File: config.mk
export PLATFORM = sky130hd
export DESIGN_NAME = dffram_wb_bridge
export DESIGN_NICKNAME = d
export VERILOG_FILES = /design/src/rtl/dffram_wb_bridge.sv
export SDC_FILE = /design/constraint.sdc
export NUM_CORES = 1
export LEC_CHECK = 0
export BUFFER_PORTS_ARGS = -buffer_cell sky130_fd_sc_hd__buf_4
export CORE_AREA = 2 2 72 74
export CTS_BUF_LIST = sky130_fd_sc_hd__clkbuf_16
export DETAILED_ROUTE_END_ITERATION = 12
export DIE_AREA = 0 0 74 76
export PLACE_DENSITY_LB_ADDON = 0.25
export SETUP_SLACK_MARGIN = 0.02
export SLEW_MARGIN = 20
export SYNTH_ARGS = -nofsm -noshare
export SYNTH_HDL_FRONTEND = slang
export SYNTH_SLANG_ARGS = --single-unit
File: constraint.sdc
create_clock -name wb_clk_i -period 3.5 [get_ports wb_clk_i]
set_clock_uncertainty 0.05 [all_clocks]
set_input_delay 0.35 -clock wb_clk_i [delete_from_list [all_inputs] [get_ports wb_clk_i]]
set_output_delay 0.35 -clock wb_clk_i [all_outputs]
set_load 0.1 [all_outputs]
File: src/rtl/dffram_wb_bridge.sv
// Wishbone classic slave bridging a 1 KB window onto a 256x32 DFF RAM macro.
// Writes ack after one wait state, reads after two; misses return err.
module dffram_wb_bridge #(
  parameter logic [31:0] BASE_ADDR = 32'h0000_0000
) (
  input  logic        wb_clk_i,
  input  logic        wb_rst_i,
  input  logic        wbs_cyc_i,
  input  logic        wbs_stb_i,
  input  logic        wbs_we_i,
  input  logic [3:0]  wbs_sel_i,
  input  logic [31:0] wbs_adr_i,
  input  logic [31:0] wbs_dat_i,
  output logic [31:0] wbs_dat_o,
  output logic        wbs_ack_o,
  output logic        wbs_err_o,
  output logic        ram_en_o,
  output logic [3:0]  ram_we_o,
  output logic [7:0]  ram_a_o,
  output logic [31:0] ram_di_o,
  input  logic [31:0] ram_do_i
);

  typedef enum logic [1:0] {
    IDLE    = 2'd0,
    RD_WAIT = 2'd1,
    RESP    = 2'd2
  } state_t;

  state_t state_q;
  state_t state_d;

  logic req;
  logic hit;
  logic acc;
  logic ack_d;
  logic err_d;
  logic dat_ld;
  logic unused_adr;

  assign req = wbs_cyc_i & wbs_stb_i;
  assign hit = (wbs_adr_i[31:10] == BASE_ADDR[31:10]);
  assign unused_adr = &{1'b0, wbs_adr_i[1:0]};

  // RAM is touched only from IDLE; reset masks a request held through it
  assign acc      = ~wb_rst_i & (state_q == IDLE) & req & hit;
  assign ram_en_o = acc;
  assign ram_we_o = (acc & wbs_we_i) ? wbs_sel_i : 4'b0000;
  assign ram_a_o  = wbs_adr_i[9:2];
  assign ram_di_o = wbs_dat_i;

  always_ff @(posedge wb_clk_i or posedge wb_rst_i) begin
    if (wb_rst_i) begin
      state_q <= IDLE;
    end else begin
      state_q <= state_d;
    end
  end

  always_comb begin
    state_d = state_q;
    unique case (state_q)
      IDLE: begin
        if (req) begin
          state_d = (hit & ~wbs_we_i) ? RD_WAIT : RESP;
        end
      end
      RD_WAIT: state_d = wbs_cyc_i ? RESP : IDLE;
      RESP:    state_d = IDLE;
      default: state_d = IDLE;
    endcase
  end

  always_comb begin
    ack_d  = 1'b0;
    err_d  = 1'b0;
    dat_ld = 1'b0;
    unique case (state_q)
      IDLE: begin
        if (req) begin
          err_d = ~hit;
          ack_d = hit & wbs_we_i;
        end
      end
      RD_WAIT: begin
        ack_d  = wbs_cyc_i;
        dat_ld = wbs_cyc_i;
      end
      default: ;
    endcase
  end

  always_ff @(posedge wb_clk_i or posedge wb_rst_i) begin
    if (wb_rst_i) begin
      wbs_ack_o <= 1'b0;
      wbs_err_o <= 1'b0;
      wbs_dat_o <= 32'h0;
    end else begin
      wbs_ack_o <= ack_d;
      wbs_err_o <= err_d;
      if (dat_ld) begin
        wbs_dat_o <= ram_do_i;
      end
    end
  end

endmodule

==> results.py, run 1 <==
metrics = {
    "power_and_ir_drop": {
        "switching_share_pct": 19.6,
        "pwr-share-comb_pct": 8.5,
        "power_frac_clock_pct": 44.8,
        "powerDensity_nw_per_um2": 364,
        "leakage_uw": 0.00135,
        "p_int_uw": 721,
        "peakVddDrop_uv": 205,
        "power.switching_uw": 176,
        "power_uw": 897,
        "p_seq_share_pct": 46.7,
    },
    "sta": {
        "tns_ps": 0,
        "setup_slack_ps": 1150,
        "fin_crit_ps": 2350,
        "final_hold_viol_count": 0,
        "max_clock_freq_ghz": 0.426,
        "tightest_slew_ps": 774,
        "rsz0062_at_grt": "no",
        "setup_viol": 0,
        "period_share_pct": 67.1,
        "slew_violations": 0,
        "relSlewSlack_pct": 48.2,
    },
    "clocking": {
        "clock_latency_ps": 270,
        "clk_path_buf_depth": 2,
        "clk_transition_reported_paths_ps": 50,
        "cts_setup_buffers": 0,
        "cts_tree": "done",
        "clock-root-buffer": "clkbuf_16",
        "htreeDepth": 2,
        "ctsResizeCount": 0,
        "cts_sinks": 36,
        "hold_buffers": 0,
        "cts_buffers": 5,
    },
    "outcome": {
        "outcome": "completed",
    },
    "final_layout": {
        "nFillCells": 473,
        "design_area_um2": 2460,
        "fin_nets": 310,
        "final_common_cell": "buf_4",
        "fin_util_pct": 50.1,
        "syn2layout_area_growth_pct": 38.6,
        "drive_above_1_share_pct": 70.2,
        "multi_input_area_um2": 562,
        "antenna_cells": 0,
        "mostFrequentLayoutCells": "buf_4 (103), dfrtp_1 (36), mux2_2 (29), clkbuf_16 (5)",
        "regArea_um2": 901,
    },
    "setup_path": {
        "worstPathArrival_ps": 1950,
        "worstSetupPathType": "flop to output pin",
        "cp.required_ps": 3100,
        "cp-start-kind": "flop",
        "critPathCaptureType": "output pin",
        "cp_max_fo": 5,
    },
    "min_path": {
        "min_path_type": "input port to asynchronous set/reset pin",
    },
    "drt": {
        "drc": 0,
        "via_per_inst": 4.47,
        "wl_per_cell_um": 14.7,
        "ant_nets": 0,
        "vias": 1228,
        "initialDrtViolationCount": 50,
        "dr.pass1.iters": 4,
        "routed_wirelength_mm": 4.05,
    },
    "placed_design": {
        "gp_congestion": 0.725,
        "place_area_um2": 2330,
        "dp_slack_ps": 1330,
        "io_buffer_count": 101,
        "dp_hpwl_mm": 3.23,
    },
    "grt": {
        "antenna_found_initial": 0,
        "first_global_vias": 1263,
        "grt_max_degree": 37,
        "track_usage_pct": 14.7,
        "grt_overflow_total": 0,
        "grt_first_pass_wirelength_mm": 6.22,
    },
    "die": {
        "die_x_um": 74,
        "die-height_um": 76,
        "core_area_um2": 4910,
        "initial_core_util_pct": 36.1,
        "ios": 184,
        "die_area_um2": 5620,
        "row_count": 26,
    },
    "logic_synthesis": {
        "synth_area_leaders": "dfrtp_1 (51%), mux2_2 (18%), buf_4 (17%), nor4_4 (2.4%), mux2_1 (1.9%)",
        "ys_types": 18,
        "syn-num-nets": 243,
        "yosys_warnings": 0,
        "synth-seq-cells": 36,
        "synth-seq-area-share_pct": 50.7,
        "synth_cells": 138,
        "synth_top_area_cell": "dfrtp_1",
        "avgSynthCellArea_um2": 12.9,
        "synth_top_area_share_pct": 50.7,
        "netlist_area_um2": 1780,
    },
    "run": {
        "drv_cap": 0,
    },
}
## final timing paths
check                      cells past startpoint  slack [ps]                      start                         to
max in group asynchronous                      3        2880                   wb_rst_i   wbs_dat_o[8]$_DFFE_PP0P_
min in group wb_clk_i                          2         210                   wbs_we_i     state_q[0]$_DFFE_PP0P_
min                                            3         180                   wb_rst_i        wbs_err_o$_DFF_PP0_
max reg2reg                                    4        1490     state_q[1]$_DFFE_PP0P_  wbs_dat_o[19]$_DFFE_PP0P_
max                                            5        1150     state_q[1]$_DFFE_PP0P_                ram_we_o[1]
min reg2reg                                    1         440  wbs_dat_o[18]$_DFFE_PP0P_  wbs_dat_o[18]$_DFFE_PP0P_
## per-layer routing
metal / up-vias / global-route usage, % / wire [um]
met4: 0 / 10.2 / 205
met3: 24 / 6.22 / 442
met1: 555 / 14.7 / 1350
met5: - / 0 / 0
li1: 568 / - / -
met2: 81 / 23.8 / 2050
## through the flow
step	instances	hold slack, ps
5_1_grt	275	215
2_1_floorplan	138	373
6_report	275	185
3_5_place_dp	268	433
4_1_cts	275	202
3_3_place_gp	268	427
## state kept, by name (all words and copies together) (netlist names)
| signal | count |
|---|---|
| state_q | 2 |
| wbs_ack_o | 1 |
| wbs_err_o | 1 |
| wbs_dat_o | 32 |
## kinds of logic after synthesis
family,Yosys count,share of synthesized area [%]
buffers and inverters,44,18.0
AND/OR/NAND/NOR,24,10.2
multiplexers,32,20.3
flip-flops,36,50.7
AO/OA/AOI/OAI,2,0.775
## Yosys cell counts
library cell / n
buf_4: 40
nor2b_1: 1
inv_1: 1
and2_1: 4
nor4_2: 2
nor4_4: 2
dfrtp_1: 36
nand2_1: 3
mux2_1: 3
nand3b_1: 1
nor3_1: 1
buf_2: 3
a22o_1: 1
nor2_1: 4
o21ai_0: 1
nand4_2: 1
mux2_2: 29
nor4_1: 5
## area by class of cell
type / count / area share [%]
clock buffers: 5 / 5.08
clock inverters: 2 / 0.356
inverters: 1 / 0.153
multi-input cells: 58 / 22.8
flip-flops and latches: 36 / 36.6
well taps: 70 / 3.56
repair buffers: 103 / 31.4
## power groups by stage
stage,clock network [uW],registers (uW),logic [uW]
2_1_floorplan,0,430,228
3_3_place_gp,0,425,77.0
3_5_place_dp,0,425,77.8
4_1_cts,420,418,78.0
5_1_grt,439,418,83.5
6_report,402,418,76.3
## worst max-delay path, cell delays in order (launching register included)
cell and delay, ps:
dfrtp_1 360, nor2b_1 220, nand3b_1 260, nor4_4 370, and2_1 180, buf_4 290
No activity file was read; power rests on OpenSTA's default activity.
==> run 2, diff against run 1 <==
--- a/config.mk
+++ b/config.mk
@@ -6,10 +6,10 @@
 export NUM_CORES = 1
 export LEC_CHECK = 0
 export BUFFER_PORTS_ARGS = -buffer_cell sky130_fd_sc_hd__buf_4
-export CORE_AREA = 2 2 72 74
+export CORE_AREA = 2 2 78 80
 export CTS_BUF_LIST = sky130_fd_sc_hd__clkbuf_16
 export DETAILED_ROUTE_END_ITERATION = 12
-export DIE_AREA = 0 0 74 76
+export DIE_AREA = 0 0 80 82
 export PLACE_DENSITY_LB_ADDON = 0.25
 export SETUP_SLACK_MARGIN = 0.02
 export SLEW_MARGIN = 20
==> constraint.sdc (replaced) <==
create_clock -name wb_clk_i -period 2.1 [get_ports wb_clk_i]
set_clock_uncertainty 0.05 [all_clocks]
set_input_delay 0.21 -clock wb_clk_i [delete_from_list [all_inputs] [get_ports wb_clk_i]]
set_output_delay 0.21 -clock wb_clk_i [all_outputs]
set_load 0.1 [all_outputs]
==> results.py, run 2 (synthesis gave the netlist of run 1 again) <==
metrics = {
    "setup_path": {
        "r2r_setup_slack_ps": 710,
        "worst_path_max_delay_cell": "dfrtp_1",
        "path_cells": "nor2b_2 > nand3b_1 > buf_4 > nor4_4 > buf_6",
        "slowest_delay_ps": 370,
        "cp.required_ps": 1840,
        "worstSetupPathType": "flop to output pin",
        "worstReg2RegEnd": "wbs_dat_o[19]$_DFFE_PP0P_",
        "cp_max_fo": 4,
        "ff2ff_path_depth": 4,
        "worstReg2RegStart": "state_q[1]$_DFFE_PP0P_",
        "critPathCaptureType": "output pin",
        "cp_top_family": "simple AND/OR/NAND/NOR gates",
        "cp-start-kind": "flop",
        "worstPathArrival_ps": 1710,
        "path_buf_inv": 2,
    },
    "final_layout": {
        "mostFrequentLayoutCells": "buf_4 (102), dfrtp_1 (36), mux2_2 (29), clkbuf_16 (5), buf_6 (5)",
        "antenna_cells": 0,
        "regArea_um2": 901,
        "nFillCells": 578,
        "final_common_cell": "buf_4",
        "fin_nets": 314,
        "reg_top3": "wbs_dat_o: 32 flops, state_q: 2 flops",
        "multi_input_area_um2": 578,
        "largest_register_ffs": 32,
        "design_area_um2": 2540,
        "drive_above_1_share_pct": 73.7,
        "syn2layout_area_growth_pct": 42.8,
        "regMostFlops": "wbs_dat_o",
    },
    "clocking": {
        "clk_transition_reported_paths_ps": 50,
        "clock-root-buffer": "clkbuf_16",
        "clock_latency_ps": 270,
        "cts_tree": "done",
        "cts_buffers": 5,
        "clk_path_buf_depth": 2,
        "cts_sinks": 36,
        "htreeDepth": 2,
    },
    "power_and_ir_drop": {
        "powerDensity_nw_per_um2": 591,
        "peakVddDrop_uv": 344,
        "leakage_uw": 0.00138,
    },
    "sta": {
        "max_clock_freq_ghz": 0.506,
        "fin_crit_ps": 1970,
        "setup_slack_ps": 126,
        "period_share_pct": 94.0,
        "final_hold_viol_count": 0,
        "slew_violations": 0,
        "timing.hold.ws_ps": 42.6,
        "relSlewSlack_pct": 69.5,
        "tightest_slew_ps": 458,
        "setup_viol": 0,
        "rsz0062_at_grt": "no",
    },
    "drt": {
        "vias": 1242,
        "initialDrtViolationCount": 21,
        "drc": 0,
        "routed_wirelength_mm": 4.18,
        "wl_per_cell_um": 14.7,
        "via_per_inst": 4.37,
        "ant_nets": 0,
        "dr.pass1.iters": 4,
    },
    "die": {
        "die_area_um2": 6560,
        "core_area_um2": 5750,
        "row_count": 28,
        "die-height_um": 82,
        "initial_core_util_pct": 30.9,
        "ios": 184,
        "die_x_um": 80,
    },
    "grt": {
        "track_usage_pct": 12.5,
        "antenna_found_initial": 0,
        "grt_first_pass_wirelength_mm": 6.22,
        "grt_max_degree": 37,
        "first_global_vias": 1242,
        "grt_overflow_total": 0,
    },
    "outcome": {
        "outcome": "completed",
    },
    "placed_design": {
        "dp_hpwl_mm": 3.37,
        "dp_slack_ps": 239,
        "io_buffer_count": 101,
        "place_area_um2": 2380,
        "gp_congestion": 0.663,
    },
    "min_path": {
        "min_path_type": "input port to asynchronous set/reset pin",
    },
    "run": {
        "drv_cap": 0,
    },
}
[run 2: cell types whose count changed in the layout (fill, tap and decap cells not counted)]
cell / previous run / this run
buf_4: 103 / 102
clkinvlp_4: 0 / 1
buf_6: 0 / 5
nor2b_2: 0 / 1
nor2b_1: 1 / 0
nor4_2: 3 / 2
and2_2: 0 / 4
and2_1: 4 / 0
inv_1: 2 / 1
nor4_4: 2 / 3
[run 2: cell type report]
cell class                      count  share of cell area [%]
Multi-Input combinational cell     58                    22.8
Timing Repair Buffer              107                    32.4
Tap cell                           75                    3.70
Clock inverter                      2                   0.345
Inverter                            1                   0.296
Clock buffer                        5                    4.93
Sequential cell                    36                    35.5
[run 2: how the worst max path moves through the flow]
stage / from / endpoint / depth (start not counted)
finish: state_q[1]$_DFFE_PP0P_ / ram_en_o / 5
global route: state_q[1]$_DFFE_PP0P_ / ram_en_o / 5
CTS: state_q[1]$_DFFE_PP0P_ / ram_we_o[1] / 5
detailed placement: wbs_adr_i[11] / ram_we_o[1] / 6
global placement: wbs_adr_i[28] / ram_we_o[1] / 6
floorplan: state_q[1]$_DFFE_PP0P_ / ram_en_o / 3
[run 2: stage by stage]
step                cells  setup TNS [ps]  utilization (%)  total power, uW
floorplan             138           -53.7                -             1100
global placement      277               0             41.5              842
detailed placement    277               0             41.5              843
CTS                   284               0             44.1             1530
global route          284               0             44.1             1570
finish                284               0             44.1             1500
[run 2: per-layer routing]
layer	track usage (%)	vias up	part of all wire [%]
met5	0	-	0
met4	5.25	0	2.1
met3	5.27	14	12
met2	21.6	85	50
met1	13.4	567	35
li1	-	576	-
[run 2: worst reg2reg max path: stages, from the launching register on]
cell	delay, ps
dfrtp_1	370
nor2b_2	170
nand2_1	90
buf_4	240
mux2_1	350
[run 2: power breakdown]
| group | leakage, uW | internal [uW] | total, uW | switching (uW) |
|---|---|---|---|---|
| logic | 0.000808 | 81.5 | 130 | 48.9 |
| clock network | 0.0000709 | 425 | 670 | 245 |
| registers | 0.000501 | 697 | 697 | 0.769 |
| total | 0.00138 | 1200 | 1500 | 295 |
[run 2: repair_timing]
item,4_1_cts,5_1_grt
setup buffers,0,0
setup endpoints to repair,4,5
pin swaps,0,1
gates resized for setup,4,1
hold buffers,0,0
==> run 3, diff against run 2 <==
--- a/config.mk
+++ b/config.mk
@@ -11,6 +11,7 @@
 export DETAILED_ROUTE_END_ITERATION = 12
 export DIE_AREA = 0 0 80 82
 export PLACE_DENSITY_LB_ADDON = 0.25
+export RECOVER_POWER = 50
 export SETUP_SLACK_MARGIN = 0.02
 export SLEW_MARGIN = 20
 export SYNTH_ARGS = -nofsm -noshare
==> results.py, run 3 (synthesis gave the netlist of run 1 again) <==
metrics = {
    "drt": {
        "vias": 1242,
        "ant_nets": 0,
        "wl_per_cell_um": 14.7,
        "via_per_inst": 4.37,
        "dr.pass1.iters": 4,
        "initialDrtViolationCount": 21,
        "routed_wirelength_mm": 4.18,
        "drc": 0,
    },
    "final_layout": {
        "mostFrequentLayoutCells": "buf_4 (100), dfrtp_1 (36), mux2_2 (29), clkbuf_16 (5), buf_6 (5)",
        "syn2layout_area_growth_pct": 42.4,
        "regMostFlops": "wbs_dat_o",
        "largest_register_ffs": 32,
        "antenna_cells": 0,
        "fin_nets": 314,
        "fin_util_pct": 44.0,
        "design_area_um2": 2530,
        "reg_top3": "wbs_dat_o: 32 flops, state_q: 2 flops",
        "final_common_cell": "buf_4",
        "drive_above_1_share_pct": 73.2,
    },
    "run": {
        "drv_cap": 0,
    },
    "setup_path": {
        "r2r_setup_slack_ps": 710,
        "worst_path_max_delay_cell": "dfrtp_1",
        "slowest_delay_ps": 370,
        "cp_top_family": "simple AND/OR/NAND/NOR gates",
        "worstPathArrival_ps": 1710,
        "cp.required_ps": 1840,
        "cp-start-kind": "flop",
        "critPathCaptureType": "output pin",
        "worstSetupPathType": "flop to output pin",
        "cp_max_fo": 4,
        "path_cells": "nor2b_2 > nand3b_1 > buf_4 > nor4_4 > buf_6",
        "path_buf_inv": 2,
    },
    "grt": {
        "grt_max_degree": 37,
        "grt_first_pass_wirelength_mm": 6.22,
        "track_usage_pct": 12.5,
        "first_global_vias": 1242,
        "antenna_found_initial": 0,
        "grt_overflow_total": 0,
    },
    "power_and_ir_drop": {
        "powerDensity_nw_per_um2": 592,
        "peakVddDrop_uv": 344,
        "leakage_uw": 0.00138,
    },
    "outcome": {
        "outcome": "completed",
    },
    "placed_design": {
        "io_buffer_count": 101,
        "dp_slack_ps": 239,
        "dp_hpwl_mm": 3.37,
        "gp_congestion": 0.663,
        "place_area_um2": 2380,
    },
    "sta": {
        "period_share_pct": 94.0,
        "rsz0062_at_grt": "no",
        "final_hold_viol_count": 0,
        "relSlewSlack_pct": 41.0,
        "slew_violations": 0,
        "tightest_slew_ps": 886,
        "max_clock_freq_ghz": 0.506,
        "fin_crit_ps": 1970,
        "setup_slack_ps": 126,
        "timing.hold.ws_ps": 79.3,
        "setup_viol": 0,
    },
    "clocking": {
        "htreeDepth": 2,
        "hold_buffers": 0,
        "clock-root-buffer": "clkbuf_16",
        "cts_tree": "done",
        "clock_latency_ps": 270,
        "cts_sinks": 36,
        "clk_transition_reported_paths_ps": 50,
        "cts_buffers": 5,
        "clk_path_buf_depth": 2,
    },
    "min_path": {
        "min_path_type": "input port to flop",
    },
    "die": {
        "core_area_um2": 5750,
        "row_count": 28,
        "initial_core_util_pct": 30.9,
        "ios": 184,
        "die-height_um": 82,
        "die_x_um": 80,
        "die_area_um2": 6560,
    },
}
-- run 3: cell count changes in the layout (fill, tap and decap cells not counted) --
| cell | change |
|---|---|
| buf_4 | -2 |
| clkbuf_1 | +1 |
| clkbuf_2 | +1 |
| clkinvlp_2 | +1 |
| clkinvlp_4 | -1 |
-- run 3: per-layer routing --
metal | share of wire, % | global-route usage (%) | up-vias
met5 | 0 | 0 | -
met4 | 2.1 | 5.25 | 0
met3 | 12 | 5.27 | 14
met2 | 50 | 21.6 | 85
met1 | 35 | 13.4 | 567
li1 | - | - | 576
-- run 3: through the flow --
| step | power, uW | cells | setup TNS (ps) |
|---|---|---|---|
| after floorplan | 1100 | 138 | -53.7 |
| after global placement | 842 | 277 | 0 |
| after detailed placement | 843 | 277 | 0 |
| after CTS | 1530 | 284 | 0 |
| after global routing | 1570 | 284 | 0 |
| final | 1500 | 284 | 0 |
-- run 3: timing repair --
item | CTS | global route
gates resized for setup | 4 | 1
pin swaps | 0 | 1
endpoints found under the setup margin | 4 | 5
hold endpoints to repair | 0 | 0
setup buffers | 0 | 0
-- run 3: final timing paths --
path,to,cells after the start,start
hold reg to reg,wbs_dat_o[18]$_DFFE_PP0P_,1,wbs_dat_o[18]$_DFFE_PP0P_
setup / recovery,ram_en_o,5,state_q[1]$_DFFE_PP0P_
hold / removal,state_q[0]$_DFFE_PP0P_,2,wbs_we_i
max in group asynchronous,wbs_dat_o[23]$_DFFE_PP0P_,3,wb_rst_i
min in group asynchronous,state_q[0]$_DFFE_PP0P_,3,wb_rst_i
setup reg to reg,wbs_dat_o[19]$_DFFE_PP0P_,4,state_q[1]$_DFFE_PP0P_
-- run 3: cell type report --
| type | count | area, um2 |
|---|---|---|
| Clock inverter | 2 | 8.76 |
| Inverter | 1 | 5.00 |
| Timing Repair Buffer | 107 | 816 |
| Fill cell | 582 | 3220 |
| Sequential cell | 36 | 901 |
| Multi-Input combinational cell | 58 | 578 |
| Clock buffer | 5 | 125 |
| Tap cell | 75 | 93.8 |
-- run 3: report_power, final --
group	internal, uW	switching [uW]	leakage [uW]	total, uW
Clock	425	245	0.0000709	670
Sequential	697	0.769	0.000501	697
Combinational	79.9	48.5	0.000804	128
Total	1200	295	0.00138	1500
